<file path="config.mk">
export PLATFORM = sky130hd
export DESIGN_NAME = img_line_pkt
export DESIGN_NICKNAME = d
export VERILOG_FILES = /design/src/rtl/img_line_pkt.sv
export SDC_FILE = /design/constraint.sdc
export NUM_CORES = 1
export LEC_CHECK = 0
export BUFFER_PORTS_ARGS = -buffer_cell sky130_fd_sc_hd__buf_4
export CAP_MARGIN = 10
export CORE_MARGIN = 10
export CORE_UTILIZATION = 35
export DETAILED_ROUTE_END_ITERATION = 12
export PLACE_DENSITY = 0.52
export SYNTH_ARGS = -nofsm -noshare
export SYNTH_HDL_FRONTEND = slang
export SYNTH_SLANG_ARGS = --single-unit
</file>
<file path="constraint.sdc">
create_clock -name clk -period 2.9 [get_ports clk]
set_input_delay 0.435 -clock clk [delete_from_list [all_inputs] [get_ports clk]]
set_output_delay 0.435 -clock clk [all_outputs]
set_load 0.005 [all_outputs]
</file>
<file path="src/rtl/img_line_pkt.sv">
// img_line_pkt: packs one RGB565 image line plus an 8-byte header into each UDP packet
module img_line_pkt #(
   parameter logic [15:0] H_PIXEL    = 16'd640,
   parameter logic [15:0] V_PIXEL    = 16'd480,
   parameter logic [31:0] MAGIC      = 32'hF05A_A50F,
   parameter logic [15:0] GAP_CYCLES = 16'd200
) (
   input  logic        clk,
   input  logic        rst,
   input  logic        en,
   input  logic [15:0] img_data,
   output logic        img_req,
   input  logic        udp_tx_req,
   input  logic        udp_tx_done,
   output logic        udp_tx_start_en,
   output logic [31:0] udp_tx_data,
   output logic [15:0] udp_tx_byte_num,
   output logic [15:0] frame_cnt
);
   localparam logic [15:0] PAIRS   = H_PIXEL >> 1;
   localparam logic [15:0] N_WORDS = PAIRS + 16'd2;
   // the prefetch burst takes 5 cycles from leaving GAP to the start pulse, so GAP is shortened
   // by that much to keep the done-to-start distance at exactly GAP_CYCLES
   localparam logic [15:0] GAP_END = GAP_CYCLES - 16'd5;

   typedef enum logic [2:0] {IDLE, PREFETCH, START, SEND, GAP} state_t;

   state_t      state;
   logic        burst_hi, cap_hi, cap_lo;
   logic [31:0] pix_word, next_word;
   logic [15:0] word_cnt, pair_cnt, gap_cnt, line_idx;
   logic        pix_slot, refill, gap_done, last_line, start_burst;

   assign udp_tx_byte_num = 16'd8 + {H_PIXEL[14:0], 1'b0};

   // word selection and burst triggers for the current state
   always_comb begin
      pix_slot    = (word_cnt >= 16'd2) && (word_cnt < N_WORDS);
      next_word   = (word_cnt == 16'd0) ? MAGIC :
                    (word_cnt == 16'd1) ? {frame_cnt, line_idx} :
                    pix_slot            ? pix_word : 32'd0;
      refill      = (state == SEND) && udp_tx_req && pix_slot && (pair_cnt < PAIRS);
      gap_done    = (state == GAP) && (gap_cnt == GAP_END);
      last_line   = line_idx == V_PIXEL - 16'd1;
      start_burst = ((state == IDLE) && en) || (gap_done && en) || refill;
   end

   // two-cycle read burst; each pixel is captured the cycle after its read enable
   always_ff @(posedge clk) begin
      if (rst) begin
         img_req  <= 1'b0;
         burst_hi <= 1'b0;
         cap_hi   <= 1'b0;
         cap_lo   <= 1'b0;
         pix_word <= 32'd0;
      end else begin
         img_req  <= start_burst | (img_req & burst_hi);
         burst_hi <= start_burst;
         cap_hi   <= img_req & burst_hi;
         cap_lo   <= img_req & ~burst_hi;
         if (cap_hi) pix_word[31:16] <= img_data;
         if (cap_lo) pix_word[15:0] <= img_data;
      end
   end

   // packet sequencing, word output and line/frame bookkeeping
   always_ff @(posedge clk) begin
      if (rst) begin
         state           <= IDLE;
         udp_tx_start_en <= 1'b0;
         udp_tx_data     <= 32'd0;
         frame_cnt       <= 16'd0;
         line_idx        <= 16'd0;
         word_cnt        <= 16'd0;
         pair_cnt        <= 16'd0;
         gap_cnt         <= 16'd0;
      end else begin
         udp_tx_start_en <= 1'b0;
         case (state)
            IDLE: if (en) begin
               state    <= PREFETCH;
               pair_cnt <= 16'd1;
            end
            PREFETCH: if (cap_lo) begin
               state           <= START;
               udp_tx_start_en <= 1'b1;
            end
            START: begin
               state    <= SEND;
               word_cnt <= 16'd0;
            end
            SEND: begin
               if (udp_tx_req) begin
                  udp_tx_data <= next_word;
                  word_cnt    <= word_cnt + {15'd0, word_cnt < N_WORDS};
               end
               if (refill) pair_cnt <= pair_cnt + 16'd1;
               if (udp_tx_done) begin
                  state   <= GAP;
                  gap_cnt <= 16'd0;
               end
            end
            GAP: if (gap_done) begin
               line_idx  <= last_line ? 16'd0 : line_idx + 16'd1;
               frame_cnt <= last_line ? frame_cnt + 16'd1 : frame_cnt;
               pair_cnt  <= 16'd1;
               state     <= en ? PREFETCH : IDLE;
            end else begin
               gap_cnt <= gap_cnt + 16'd1;
            end
            default: state <= IDLE;
         endcase
      end
   end
endmodule

</file>
==> summary.txt, run 1 <==
Place
  – Buffers on Ports: 70
  – HPWL Detailed: 13300 um
  – Pre-CTS setup slack: 0.0864 ns
  – RD Place Congestion: 0.793

Global route
  – M1 GR Usage: 17.6%
  – First-pass GRT wire length: 30300 um
  – GR Util met2: 23.7%
  – Largest net degree at the start of global routing: 33
  – Vias in the first global route: 5703
  – Initial antenna violation count: 0
  – Grt met3 use: 3.75%
  – Most crowded layer after global routing: met2
  – Total track usage: 14.5%
  – Overflow after GRT: 0

Die
  – Core ar.: 0.0193 mm^2
  – I/O pin total: 87
  – Die W: 160 um
  – Die Y-Extent: 160 um
  – Initial core utilization: 35.4%
  – Number of core rows: 51
  – DIE AREA: 0.0255 mm^2

Clock tree
  – Clk_lat worst skew: 0.43 ns
  – CTS sink cnt: 152
  – H-tree depth: 4
  – CTS buffer count: 17
  – CTS tree: done
  – CTS Hold Bufs: 0
  – CTS Buffer Depth: 2
  – Root buffer cell: clkbuf_16
  – Register clock-pin slew on the reported worst setup and hold paths: 0.07 ns

Pwr
  – Total power: 4.34 mW
  – P_int: 3.29 mW
  – VDD IR max: 412 uV
  – Clock network power share: 48.1%
  – Leak Pwr: 2.79 nW
  – P per Cell Area: 530 mW/mm^2
  – Net Sw Frac: 24.3%
  – Switching pwr: 1.05 mW
  – Flop pwr share: 48.7%
  – Comb power frac: 3.2%

Routing
  – Antenna Violating Nets Remaining: 0
  – Drt pass-1 iters: 4
  – Final wirelength: 18600 um
  – Iteration-0 DRC Markers: 309
  – Via Count: 5744
  – Post-route DRC: 0
  – Routed len/inst: 16.8 um
  – Via density: 5.19

Timing
  – Final worst path period share: 94.6%
  – Pins Over Slew Limit: 0
  – Max Clock Skew: 0.0106 ns
  – Max Clk Rate: 365 MHz
  – Final hold vios: 0
  – Min Tclk post-route: 2.74 ns
  – Relative slew slack: 20.2%
  – Final Worst Setup Slack: 0.157 ns
  – Count of final setup violators: 0
  – Worst-Margin Slew: 1.19 ns

Synthesis
  – Post-synth EDFFs: 0
  – Synth area leader: dfxtp_1
  – Post-Syn Area: 0.00684 mm^2
  – Sequential fraction of the synthesis area: 44.5%
  – Distinct cell type count after synthesis: 60
  – Yosys reg bits: 152
  – Largest cells by area after synthesis: dfxtp_1 44%, nor2_1 5.4%, mux2i_1 4.8%
  – Ys async rst share: 0%
  – Syn avg cell area: 8.97 um^2
  – Share of the synthesized area in the top cell type: 44.5%
  – Top FF cell, synth: dfxtp_1
  – Warnings, synthesis: 0
  – Most frequent cells after synthesis: 152 x dfxtp_1, 98 x nor2_1, 49 x nand2_1
  – Synthesized instance count: 763
  – Count leader, synth: dfxtp_1

Finish
  – Fill cells: 1888
  – Final #Nets: 855
  – Share of layout cells above drive strength 1: 18.5%
  – ANT cells: 0
  – Area Growth Syn to Fin: 19.8%

Critical path
  – Crit. End Element: register
  – Highest net fanout along the worst path: 6
  – Critical path class: reg2reg
  – Startpoint types: register
  – Worst path arrival time: 3.00 ns
  – Critical path required time: 3.16 ns

Worst hold path
  – HP Class: in2reg

Status
  – Status: finished clean

Job
  – Max Cap Viol: 0
-- per-layer routing --
metal | routed length (um) | part of all wire (%)
met5 | 0 | 0
met4 | 399 | 2.2
met3 | 858 | 4.6
met2 | 8670 | 47
met1 | 8630 | 47
-- kinds of logic after synthesis --
group                    synth area share [%]
multiplexers                             4.83
XOR/XNOR                                 4.87
other                                   0.110
flip-flops                               44.5
AO/OA/AOI/OAI                            15.5
adder cells (fa/ha/maj)                  1.10
buffers and inverters                    5.38
AND/OR/NAND/NOR                          23.8
-- per-stage QoR --
stage,utilization [%],hold slack (ns),cells,TNS [ns],area [um^2]
final,42.4,0.248,1106,0,8200
after global routing,42.4,0.242,1106,-0.00421,8200
after CTS,42.2,0.229,1105,0,8160
after detailed placement,39.4,0.426,1073,0,7610
after global placement,39.4,0.397,1073,0,7610
after floorplan,-,0.390,777,0,6890
-- timing repair --
| action | CTS | global route |
|---|---|---|
| setup buffers | 0 | 1 |
| setup endpoints to repair | 0 | 6 |
| resized for setup | 0 | 4 |
-- cell usage in the layout (no fill, tap or decap), types with 8 or more instances in the layout --
cell / n
dfxtp_1: 152
nor2_1: 98
buf_4: 89
nand2_1: 49
a21oi_1: 36
o21ai_0: 34
mux2i_1: 33
a22oi_1: 32
xnor2_1: 28
nand3_1: 21
clkbuf_16: 17
or3_1: 16
nor3_1: 16
conb_1: 16
nor4_1: 15
inv_1: 14
a211oi_2: 14
nand4_1: 13
and3_1: 11
nand2b_1: 11
and2_1: 10
xor2_1: 10
or4_1: 8
and4_1: 8
-- worst max-delay path: stages, from the launching register on --
cell	delay (ns)
dfxtp_1	0.36
or4_1	0.56
or4_4	0.43
nor2_1	0.17
ha_1	0.22
nand4_1	0.23
nor4_2	0.34
xnor2_1	0.18
nor2_1	0.07
-- cell type report --
cell class / count / area (um^2) / area share, %
multi-input cells: 552 / 3510 / 42.8
flip-flops and latches: 152 / 3040 / 37.1
repair buffers: 91 / 708 / 8.64
clock buffers: 18 / 439 / 5.36
well taps: 265 / 332 / 4.05
clock inverters: 14 / 115 / 1.40
inverters: 14 / 52.6 / 0.641
-- registers in the layout, indices dropped and copies added, names as in the netlist --
signal,count
udp_tx_data,32
burst_hi,1
cap_hi,1
frame_cnt,16
img_req,1
state,3
cap_lo,1
pair_cnt,16
gap_cnt,16
line_idx,16
pix_word,32
word_cnt,16
udp_tx_start_en,1
-- power groups by stage --
stage               logic, mW  registers [mW]  clock network [mW]
CTS                     0.140            2.12                2.14
floorplan               0.101            2.16                   0
global route            0.155            2.12                2.23
detailed placement      0.139            2.16                   0
finish                  0.139            2.12                2.09
global placement        0.137            2.16                   0
-- worst paths after layout --
check / depth (start not counted) / start / end / slack, ns
worst max-delay path: 8 / word_cnt[11] / word_cnt[13] / 0.16
worst min register to register: 1 / burst_hi / cap_lo / 0.43
worst max register to register: 8 / word_cnt[11] / word_cnt[13] / 0.16
worst min-delay path: 3 / img_data[2] / pix_word[18] / 0.25
(Power assumes the default switching activity.)
==> run 2, diff against run 1 <==
Settings changed: CORE_UTILIZATION 35 to 48, PLACE_DENSITY 0.52 to 0.68.
==> run 2 against run 1 <==
Compared with the run above:
- total power rose by 1.1%
- first-iteration DRC count rose by 5.5%
- setup slack improved by 0.025 ns
- clock power rose by 2%
- cell area fell by 1.8%
- via count rose by 0.23%
- sequential cell count did not move
- worst hold slack improved by 0.015 ns
- fmax rose by 0.90%
- largest cell class unchanged
- highest routed layer unchanged
==> summary.txt, run 2 (same netlist as run 1, synthesis figures left out) <==
Clock tree
  – Post-CTS Resized: 0
  – CTS buffer count: 17
  – Clk_lat worst skew: 0.43 ns
  – CTS sink cnt: 152
  – CTS Hold Bufs: 0
  – CTS Buffer Depth: 2
  – H-tree depth: 4
  – CTS tree: done
  – Root buffer cell: clkbuf_16
  – Register clock-pin slew on the reported worst setup and hold paths: 0.06 ns
  – Setup Buffers After CTS: 0

Global route
  – Vias in the first global route: 5670
  – Overflow after GRT: 0
  – Total track usage: 18.0%
  – Initial antenna violation count: 0
  – Largest net degree at the start of global routing: 57
  – First-pass GRT wire length: 29100 um

Finish
  – ANT cells: 0
  – Area Growth Syn to Fin: 17.7%
  – Largest regs: pix_word x32, udp_tx_data x32
  – Most common cell after layout, fill and taps aside: dfxtp_1
  – Most frequent cells in the layout: 152 x dfxtp_1, 98 x nor2_1, 85 x buf_4, 49 x nand2_1, 36 x a21oi_1
  – Final non-filler cell total: 1016
  – Share of layout cells above drive strength 1: 17.8%
  – Final #Nets: 850

Timing
  – Count of final setup violators: 0
  – Final worst path period share: 93.7%
  – Max Clk Rate: 368 MHz
  – Max Clock Skew: 0.00827 ns
  – Fin Setup TNS: 0 ns
  – Final hold vios: 0
  – Final hold slack: 0.263 ns
  – Pins Over Slew Limit: 0
  – RSZ-0062 raised after global routing: yes
  – Worst-Margin Slew: 0.967 ns
  – Min Tclk post-route: 2.72 ns
  – Final Worst Setup Slack: 0.181 ns
  – Relative slew slack: 35.4%

Status
  – Status: finished clean

Die
  – I/O pin total: 87
  – DIE AREA: 0.0194 mm^2
  – Die W: 139 um
  – Die Y-Extent: 139 um
  – Number of core rows: 43
  – Core ar.: 0.0139 mm^2
  – Initial core utilization: 49.1%

Routing
  – Antenna Violating Nets Remaining: 0
  – Via Count: 5757
  – Via density: 5.67
  – Post-route DRC: 0
  – Iteration-0 DRC Markers: 326
  – Drt pass-1 iters: 4
  – Final wirelength: 17800 um
  – Routed len/inst: 17.5 um

Pwr
  – Leak Pwr: 2.78 nW
  – VDD IR max: 372 uV
  – Total power: 4.39 mW
  – P per Cell Area: 545 mW/mm^2

Place
  – RD Place Congestion: 0.840
  – Buffers on Ports: 70
  – HPWL Detailed: 12500 um
  – Inst Count DP: 984
  – Pre-CTS setup slack: 0.181 ns

Worst hold path
  – HP Class: in2reg

Critical path
  – Worst path arrival time: 3.04 ns
  – Critical path, cell by cell: or4_1 > or4_4 > nor2_1 > ha_1 > nand4_1 > buf_4 > nor4_1 > xnor2_1 > nor2_1
  – Startpoint types: register
  – Critical path required time: 3.22 ns
  – Crit-path slowest cell: or4_1
  – Critical path class: reg2reg
  – CP delay by family, top: simple AND/OR/NAND/NOR gates
  – Highest net fanout along the worst path: 7
  – Slowest stage delay, CP: 0.56 ns
  – Worst Path Buf+Inv: 1
  – Crit. End Element: register
  – Most frequent CP cell: nor2_1

Job
  – Max Cap Viol: 0
run 2: cell types whose count changed in the layout (fill, tap and decap cells not counted):
cell / delta
nor4_1: +2
nor4_2: -2
inv_6: -3
buf_4: -4
bufinv_16: +1
inv_8: -1
clkinvlp_4: -1
clkinv_2: +1
clkbuf_8: +1
clkinv_4: +2
buf_12: -1
run 2: metal layers:
| layer | wire [um] | global-route usage [%] |
|---|---|---|
| met5 | 0 | 0 |
| met4 | 410 | 8.79 |
| met3 | 901 | 4.22 |
| met2 | 8460 | 28.9 |
| met1 | 8030 | 22.2 |
run 2: path summary, 6_finish.rpt:
kind | startpoint | endpoint | slack, ns | cells past startpoint
worst max register to register | word_cnt[11] | word_cnt[10] | 0.18 | 9
worst max-delay path | word_cnt[11] | word_cnt[10] | 0.18 | 9
worst min-delay path | img_data[0] | pix_word[16] | 0.26 | 3
worst min register to register | burst_hi | cap_lo | 0.43 | 1
run 2: stage by stage:
step | utilization [%] | cell area (um^2)
2_1_floorplan | - | 6890
3_3_place_gp | 53.5 | 7460
3_5_place_dp | 53.5 | 7460
4_1_cts | 57.7 | 8040
5_1_grt | 57.8 | 8050
6_report | 57.8 | 8050
run 2: area by class of cell:
| cell class | instances | area (um^2) |
|---|---|---|
| fillers | 1257 | 5890 |
| multi-input cells | 552 | 3490 |
| flip-flops and latches | 152 | 3040 |
| repair buffers | 86 | 658 |
| clock buffers | 19 | 453 |
| well taps | 180 | 225 |
| clock inverters | 13 | 123 |
| inverters | 14 | 52.6 |
run 2: worst min-delay path, cell delays in order:
cell and delay [ns]:
buf_4 0.09, mux2i_1 0.06, nor2_1 0.07
run 2: power by group:
group	internal [mW]	total, mW	switching (mW)
Combinational	0.0525	0.142	0.0896
Sequential	2.10	2.12	0.0156
Clock	1.23	2.13	0.898
